$ cat src/rtl/bird_pkg.sv
// bird_pkg: shared state codes, colours and render FSM type
// for the bird datapath slice.
package bird_pkg;

  localparam logic [2:0] ST_READY   = 3'b000;
  localparam logic [2:0] ST_START   = 3'b010;
  localparam logic [2:0] ST_RAISING = 3'b110;
  localparam logic [2:0] ST_FALLING = 3'b011;
  localparam logic [2:0] ST_STOP    = 3'b001;
  localparam logic [2:0] ST_DRAW    = 3'b111;

  localparam logic [2:0] BG_COLOUR    = 3'b000;
  localparam logic [2:0] BIRD_COLOUR  = 3'b110;
  localparam logic [2:0] FLASH_COLOUR = 3'b111;

  localparam int VEL_W = 5;

  typedef enum logic [1:0] {
    R_IDLE,
    R_ERASE,
    R_UPDATE,
    R_PAINT
  } render_t;

  function automatic logic is_mode(input logic [2:0] s);
    return (s == ST_READY)   || (s == ST_START) ||
           (s == ST_RAISING) || (s == ST_FALLING) ||
           (s == ST_STOP);
  endfunction

endpackage

$ cat src/rtl/bird_datapath_if.sv
// bird_datapath_if: VGA adapter pixel write bus.
// master drives pixels, slave is the adapter.
interface bird_datapath_if;
  logic [7:0] x;
  logic [6:0] y;
  logic [2:0] colour;
  logic       plot;

  modport master (output x, output y, output colour, output plot);
  modport slave  (input x, input y, input colour, input plot);
endinterface

$ cat src/rtl/bird_datapath_sprite_scan.sv
// sprite_scan: row-major pixel counter for one sprite pass.
// Offsets come from the next count so the caller can register them.
module sprite_scan #(
  parameter int SIZE = 4
) (
  input  logic                    clk,
  input  logic                    rst_n,
  input  logic                    i_start,
  input  logic                    i_en,
  output logic                    o_done,
  output logic [$clog2(SIZE)-1:0] o_dx,
  output logic [$clog2(SIZE)-1:0] o_dy
);
  localparam int LW = $clog2(SIZE);
  localparam int CW = 2 * LW;

  logic [CW-1:0] r_cnt;
  logic [CW-1:0] w_nxt;

  always_comb begin
    w_nxt = r_cnt;
    if (i_start)
      w_nxt = '0;
    else if (i_en)
      w_nxt = r_cnt + CW'(1);
  end

  always_ff @(posedge clk or negedge rst_n) begin
    if (!rst_n)
      r_cnt <= '0;
    else
      r_cnt <= w_nxt;
  end

  assign o_done = &r_cnt;
  assign o_dx   = w_nxt[LW-1:0];
  assign o_dy   = w_nxt[CW-1:LW];

endmodule

$ cat src/rtl/bird_datapath.sv
// bird_datapath: bird position/velocity and erase-update-paint render.
// Define BIRD_FLASH_EN to render STOP ticks with a flashing colour.
module bird_datapath
  import bird_pkg::*;
#(
  parameter int X_POS     = 40,
  parameter int Y_START   = 60,
  parameter int BIRD_SIZE = 4,
  parameter int CEIL      = 0,
  parameter int FLOOR     = 110,
  parameter int GRAVITY   = 1,
  parameter int FLAP_VEL  = 3,
  parameter int VMAX      = 4
) (
  input  logic             clk,
  input  logic             resetn,
  input  logic [2:0]       state,
  input  logic             frame_tick,
  bird_datapath_if.master  vga,
  output logic [6:0]       bird_y,
  output logic             touched,
  output logic             busy
);
  localparam int LW = $clog2(BIRD_SIZE);
  localparam logic signed [VEL_W:0]   VMAX_W = (VEL_W+1)'(VMAX);
  localparam logic signed [VEL_W:0]   GRAV_W = (VEL_W+1)'(GRAVITY);
  localparam logic signed [VEL_W-1:0] FLAP_W = VEL_W'(-FLAP_VEL);
  localparam logic signed [8:0]       CEIL_W = 9'(CEIL);
  localparam logic signed [8:0]       TOP_W  = 9'(FLOOR - BIRD_SIZE);

  render_t r_st, w_nst;
  logic [2:0] r_mode;
  logic [6:0] r_by, w_by_n;
  logic signed [VEL_W-1:0] r_vel, w_vel_a, w_vel_n;
  logic signed [VEL_W:0] w_vsum;
  logic signed [8:0] w_ny;
  logic r_touched, w_t_n;
  logic [7:0] r_x;
  logic [6:0] r_y;
  logic [2:0] r_col, w_paint_col;
  logic r_plot;
  logic w_go, w_accept, w_done;
  logic [LW-1:0] w_dx, w_dy;

`ifdef BIRD_FLASH_EN
  logic r_tog;
  assign w_go = 1'b1;
  assign w_paint_col = r_tog ? FLASH_COLOUR : BIRD_COLOUR;
`else
  assign w_go = (r_mode != ST_STOP);
  assign w_paint_col = BIRD_COLOUR;
`endif

  assign w_accept = (r_st == R_IDLE) && frame_tick && w_go;

  sprite_scan #(.SIZE(BIRD_SIZE)) u_scan (
    .clk     (clk),
    .rst_n   (resetn),
    .i_start (w_accept),
    .i_en    ((r_st == R_ERASE) || (r_st == R_PAINT)),
    .o_done  (w_done),
    .o_dx    (w_dx),
    .o_dy    (w_dy)
  );

  always_comb begin
    w_nst = r_st;
    case (r_st)
      R_IDLE:   if (w_accept) w_nst = R_ERASE;
      R_ERASE:  if (w_done) w_nst = R_UPDATE;
      R_UPDATE: w_nst = R_PAINT;
      R_PAINT:  if (w_done) w_nst = R_IDLE;
      default:  w_nst = R_IDLE;
    endcase
  end

  always_comb begin
    w_vel_a = r_vel;
    w_vel_n = r_vel;
    w_by_n  = r_by;
    w_t_n   = r_touched;
    w_ny    = '0;
    w_vsum  = {r_vel[VEL_W-1], r_vel} + GRAV_W;
    if (r_st == R_UPDATE) begin
      if (r_mode == ST_READY) begin
        w_by_n  = 7'(Y_START);
        w_vel_n = '0;
        w_t_n   = 1'b0;
      end
`ifdef BIRD_FLASH_EN
      else if (r_mode == ST_STOP) begin
        w_by_n = r_by;
      end
`endif
      else begin
        unique case (1'b1)
          (r_mode == ST_START),
          (r_mode == ST_RAISING):
            w_vel_a = FLAP_W;
          (r_mode == ST_FALLING):
            w_vel_a = (w_vsum > VMAX_W) ?
                      VMAX_W[VEL_W-1:0] : w_vsum[VEL_W-1:0];
          default: w_vel_a = r_vel;
        endcase
        w_vel_n = w_vel_a;
        w_ny = {2'b00, r_by} +
               {{(9-VEL_W){w_vel_a[VEL_W-1]}}, w_vel_a};
        // Ceiling keeps velocity; floor landing kills it.
        if (w_ny <= CEIL_W) begin
          w_by_n = CEIL_W[6:0];
          w_t_n  = 1'b1;
        end else if (w_ny >= TOP_W) begin
          w_by_n  = TOP_W[6:0];
          w_t_n   = 1'b1;
          w_vel_n = '0;
        end else begin
          w_by_n = w_ny[6:0];
        end
      end
    end
  end

  always_ff @(posedge clk or negedge resetn) begin
    if (!resetn) begin
      r_st      <= R_IDLE;
      r_mode    <= ST_READY;
      r_by      <= 7'(Y_START);
      r_vel     <= '0;
      r_touched <= 1'b0;
    end else begin
      r_st      <= w_nst;
      r_by      <= w_by_n;
      r_vel     <= w_vel_n;
      r_touched <= w_t_n;
      if (state != ST_DRAW && is_mode(state))
        r_mode <= state;
    end
  end

`ifdef BIRD_FLASH_EN
  always_ff @(posedge clk or negedge resetn) begin
    if (!resetn)
      r_tog <= 1'b0;
    else if (r_st == R_UPDATE && r_mode == ST_READY)
      r_tog <= 1'b0;
    else if (r_st == R_PAINT && w_done && r_mode == ST_STOP)
      r_tog <= ~r_tog;
  end
`endif

  // Pixel bus is registered from next-cycle state and count.
  always_ff @(posedge clk or negedge resetn) begin
    if (!resetn) begin
      r_plot <= 1'b0;
      r_x    <= '0;
      r_y    <= '0;
      r_col  <= '0;
    end else begin
      r_plot <= (w_nst == R_ERASE) || (w_nst == R_PAINT);
      r_x    <= 8'(X_POS) + 8'(w_dx);
      r_y    <= w_by_n + 7'(w_dy);
      r_col  <= (w_nst == R_PAINT) ? w_paint_col : BG_COLOUR;
    end
  end

  assign vga.x      = r_x;
  assign vga.y      = r_y;
  assign vga.colour = r_col;
  assign vga.plot   = r_plot;
  assign bird_y     = r_by;
  assign touched    = r_touched;
  assign busy       = (r_st != R_IDLE);

endmodule

$ cat src/flat_wrapper.sv
// flat-port wrapper written by rule: the top's interface ports become plain ports
module bird_datapath_flat import bird_pkg::*;
#(
  parameter int X_POS     = 40,
  parameter int Y_START   = 60,
  parameter int BIRD_SIZE = 4,
  parameter int CEIL      = 0,
  parameter int FLOOR     = 110,
  parameter int GRAVITY   = 1,
  parameter int FLAP_VEL  = 3,
  parameter int VMAX      = 4
)
  (clk, resetn, state, frame_tick, bird_y, touched, busy, vga_x, vga_y, vga_colour, vga_plot);
  bird_datapath_if vga_i ();
  input  logic clk;
  input  logic resetn;
  input  logic [2:0] state;
  input  logic frame_tick;
  output logic [6:0] bird_y;
  output logic touched;
  output logic busy;
  output wire logic [$bits(vga_i.x)-1:0] vga_x;
  output wire logic [$bits(vga_i.y)-1:0] vga_y;
  output wire logic [$bits(vga_i.colour)-1:0] vga_colour;
  output wire logic [$bits(vga_i.plot)-1:0] vga_plot;
  assign vga_x = vga_i.x;
  assign vga_y = vga_i.y;
  assign vga_colour = vga_i.colour;
  assign vga_plot = vga_i.plot;
  bird_datapath #(.X_POS(X_POS), .Y_START(Y_START), .BIRD_SIZE(BIRD_SIZE), .CEIL(CEIL), .FLOOR(FLOOR), .GRAVITY(GRAVITY), .FLAP_VEL(FLAP_VEL), .VMAX(VMAX)) u_core (.clk(clk), .resetn(resetn), .state(state), .frame_tick(frame_tick), .vga(vga_i), .bird_y(bird_y), .touched(touched), .busy(busy));
endmodule
$ cat config.mk
export PLATFORM = sky130hd
export DESIGN_NAME = bird_datapath_flat
export DESIGN_NICKNAME = d
export VERILOG_FILES = /design/src/rtl/bird_pkg.sv /design/src/rtl/bird_datapath_if.sv /design/src/rtl/bird_datapath_sprite_scan.sv /design/src/rtl/bird_datapath.sv /design/src/flat_wrapper.sv
export SDC_FILE = /design/constraint.sdc
export NUM_CORES = 1
export LEC_CHECK = 0
export BUFFER_PORTS_ARGS = -buffer_cell sky130_fd_sc_hd__clkbuf_2
export CAP_MARGIN = 20
export CORE_MARGIN = 2
export CORE_UTILIZATION = 60
export CTS_CLUSTER_SIZE = 10
export DETAILED_ROUTE_END_ITERATION = 8
export PLACE_DENSITY_LB_ADDON = 0.25
export SYNTH_ARGS = -nofsm -noshare
export SYNTH_HDL_FRONTEND = slang
export SYNTH_SLANG_ARGS = --single-unit
$ cat constraint.sdc
create_clock -name clk -period 7.23 [get_ports clk]
set_clock_uncertainty 0.05 [all_clocks]
set_input_delay 0.723 -clock clk [delete_from_list [all_inputs] [get_ports clk]]
set_output_delay 0.723 -clock clk [all_outputs]
set_load 0.02 [all_outputs]
==> impl_metrics.csv <==
group,metric,value,unit
pwr,power.total,1.316,mW
sta,timing.setup.tns,0,ns
synth,synth_most_common_cell,"dfrtp_1",
pwr,vdd.ir_drop.worst,0.0003767,V
synth,synth_async_sr_flop_share,100.0,%
placed_design,dp_hpwl,3795,µm
critical_path,worstSetupStartpointType,"register",
layout,filler_cells,313,
grt,grt_first_pass_wirelength,8369,µm
detailed_routing,topRoutingLayerUsed,"met4",
synth,synth_sequential_area_ratio,34.59,%
synth,synth_simple_gate_area_share,19.01,%
grt,grt_antenna_before_repair,0,
layout,diodes,0,
layout,post_route_cells_drive_above_1_share,17.91,%
sta,final-setup-viol-count,0,
layout,finish.cell_count_without_fillers,316,
critical_path,timing.critical_path.arrival,5.36,ns
sta,period_share,72.77,%
sta,maxSlewViolCount,0,
grt,globalRoute.totalOverflow,0,
critical_path,critPathKind,"reg2reg",
sta,timing_hold_violations_final,0,
sta,fmax,190.1,MHz
detailed_routing,route.detailed.drc,0,
synth,muxShareOfSynthArea,0.4435,%
placed_design,gp_congestion,0.8988,
sta,slew_headroom,39.24,%
die,fp.dieW,65.34,µm
die,fp.dieArea,4269,µm²
flow_run,maxCapViolCount,0,
layout,area_added_between_synthesis_and_finish,8.426,%
pwr,pwr-share-comb,65.1,%
die,height_of_the_die,65.34,µm
synth,dominant_combinational_cell_family_by_area_after_synthesis,"compound AO/OA/AOI/OAI gates",
clocking,cts-hold-fix-buffers,0,
synth,synth_top_cells_by_area,"dfrtp_1 (30%), ha_1 (7.8%), dfstp_2 (4.7%)",
clocking,root_buffer,"clkbuf_8",
grt,maximum_number_of_pins_on_one_net_before_global_route_repair,32,
detailed_routing,routed-wl-met2,2376,µm
pwr,total_leakage_power,1.125,nW
die,coreArea,3633,µm²
detailed_routing,final_antenna_net_count,0,
grt,grt_usage,25.04,%
sta,grt_setup_unrepaired,"no",
synth,syn_area,2257,µm²
clocking,cts.htree.levels,2,
synth,yosys.area_share.xor_xnor,4.268,%
pwr,power_frac_clock,9.8,%
detailed_routing,drt_first_iter_violations,146,
layout,design.final.nets,289,
synth,synth_enable_flop_cells,0,
layout,finish.instance_area,2447,µm²
synth,synth_top_cell_by_area,"dfrtp_1",
outcome,outcome,"completed",
synth,synth-compound-area-share,24.33,%
clocking,numCtsBuffers,5,
placed_design,preCtsSetupSlack,1.996,ns
grt,grt_pass1_vias,1768,
pwr,power_density,537.7,nW/µm²
synth,yosysWarnings,0,
detailed_routing,met3_length,268,µm
synth,syn-mean-instance-area,9.213,µm²
pwr,share_seq_of_total_power,25.1,%
pwr,switchingPower,0.6593,mW
synth,count_of_state_elements_after_synthesis,31,
clocking,clock_latency,0.28,ns
detailed_routing,via_count,1900,
clocking,cts_tree,"yes",
clocking,max-clock-path-buffers,2,
sta,min_tclk_post_route,5.261,ns
pwr,p_int,0.6566,mW
clocking,cts_post_setup_buffers_inserted,0,
synth,yosysTopAreaCellShare,29.93,%
clocking,numClockSinks,31,
die,pin_count,34,
synth,syn_inst,245,
critical_path,end_kind,"register",
die,rows,22,
hold_path,hold_class,"in2async",
synth,synth_cell_type_count,65,
clocking,post_cts.resized_instances,0,
die,initial_core_util,62.12,%
placed_design,post_dp_cell_area,2364,µm²
clocking,clkSlewWorstSetupHoldPaths,0.07,ns
layout,postLayoutCoreUtil,67.36,%
sta,hold-worst-slack,0.4506,ns
critical_path,critPathMaxFanout,8,
detailed_routing,vias_per_cell,6.013,
sta,slew_at_the_pin_closest_to_its_max_slew_limit,0.9096,ns
placed_design,place_inst,308,
sta,postLayoutSetupSlackWorst,1.969,ns
detailed_routing,drt_wl_total,4909,µm
synth,ys_top_cells_by_count,"dfrtp_1 (27), a21oi_1 (16), inv_1 (15), ha_1 (14)",
critical_path,worstPathRequired,7.33,ns
detailed_routing,detail_route.wl_per_cell,15.53,µm
placed_design,portBuffers,28,
synth,synthFlopType,"dfrtp_1",
detailed_routing,drt-pass1-iter-count,4,
pwr,sw_frac_of_total,50.10,%
detailed_routing,drt-met1-wl,2206,µm
synth,synth_adder_area_share,9.534,%
flip-flops by register name (all words and copies together) (netlist names):
signal               cells
u_core.vga.x             1
u_core.vga.y             7
u_core.r_st              1
u_core.u_scan.r_cnt      4
u_core.vga.colour        1
u_core.vga.plot          1
u_core.touched           1
u_core.bird_y            7
u_core.r_mode            3
u_core.r_vel             5
power groups by stage:
stage | Sequential [mW] | Combinational, mW | Clock (mW)
after global placement | 0.333 | 0.830 | 0
after floorplan | 0.363 | 0.640 | 0
final | 0.331 | 0.857 | 0.128
after detailed placement | 0.332 | 0.852 | 0
after global routing | 0.344 | 0.946 | 0.139
after CTS | 0.330 | 0.856 | 0.132
logic make-up after synthesis:
logic type / Yosys count
AO/OA/AOI/OAI: 74
XOR/XNOR: 11
adder cells (fa/ha/maj): 16
buffers and inverters: 33
flip-flops: 31
multiplexers: 1
other: 2
AND/OR/NAND/NOR: 77
layer usage:
layer | track usage [%] | up-vias
li1 | - | 934
met1 | 33.86 | 891
met2 | 41.71 | 68
met3 | 4.623 | 7
met4 | 6.250 | 0
met5 | 0 | -
cells in the final DEF, fill, tap and decap left out, types with 3 or more instances in the layout:
cell,Yosys,layout
dfrtp_1,27,27
nand3_1,10,10
nand4_1,4,4
clkinv_2,0,3
xnor2_1,8,8
or3_1,3,3
nor2b_1,3,3
conb_1,2,6
o31ai_1,6,6
clkbuf_2,0,28
a21oi_1,16,16
nand2b_1,7,7
a22o_1,5,5
o21a_1,3,3
ha_1,14,14
nor3b_1,3,3
nor3_1,5,5
inv_1,15,15
dfstp_2,4,4
and3_1,4,4
clkbuf_8,0,5
xor2_1,3,3
nor2_1,12,12
o21ai_0,11,11
and2_1,3,3
a21o_1,4,4
nand2_1,12,12
path summary, 6_finish.rpt:
kind | to | depth (start not counted) | start | slack (ns)
worst max-delay path | u_core.vga.y[4]$_DFF_PN0_ | 21 | u_core.r_vel[0]$_DFFE_PN0N_ | 1.97
worst min-delay path | u_core.u_scan.r_cnt[0]$_DFFE_PN0P_ | 1 | resetn | 0.45
worst max register to register | u_core.vga.y[4]$_DFF_PN0_ | 21 | u_core.r_vel[0]$_DFFE_PN0N_ | 1.97
worst min register to register | u_core.r_st[1]$_DFF_PN0_ | 1 | u_core.r_st[1]$_DFF_PN0_ | 0.49
max in group asynchronous | u_core.bird_y[6]$_DFF_PN0_ | 1 | resetn | 6.18
min in group clk | u_core.r_st[1]$_DFF_PN0_ | 1 | u_core.r_st[1]$_DFF_PN0_ | 0.49
area by class of cell:
cell class | count | area [µm²] | area share (%)
Inverter | 16 | 60.06 | 2.454
Timing Repair Buffer | 28 | 140.1 | 5.726
Multi-Input combinational cell | 185 | 1323 | 54.04
Tap cell | 48 | 60.06 | 2.454
Clock inverter | 3 | 15.01 | 0.6135
Clock buffer | 5 | 68.82 | 2.812
Sequential cell | 31 | 780.7 | 31.90
worst max-delay path: stages, from the launching register on:
cell       delay [ns]
dfrtp_1          0.46
ha_1             0.30
and4b_1          0.26
o221ai_1         0.11
o2bb2ai_1        0.19
o31ai_1          0.22
a22o_1           0.20
ha_1             0.21
inv_1            0.07
fa_1             0.42
nand3b_1         0.26
a2111o_1         0.40
nand3_1          0.16
o32ai_1          0.16
a311oi_1         0.33
a32o_1           0.26
ha_1             0.20
fa_1             0.23
o31ai_1          0.09
a21oi_1          0.18
o2111ai_1        0.19
xnor2_1          0.18
(Power assumes the default switching activity.)
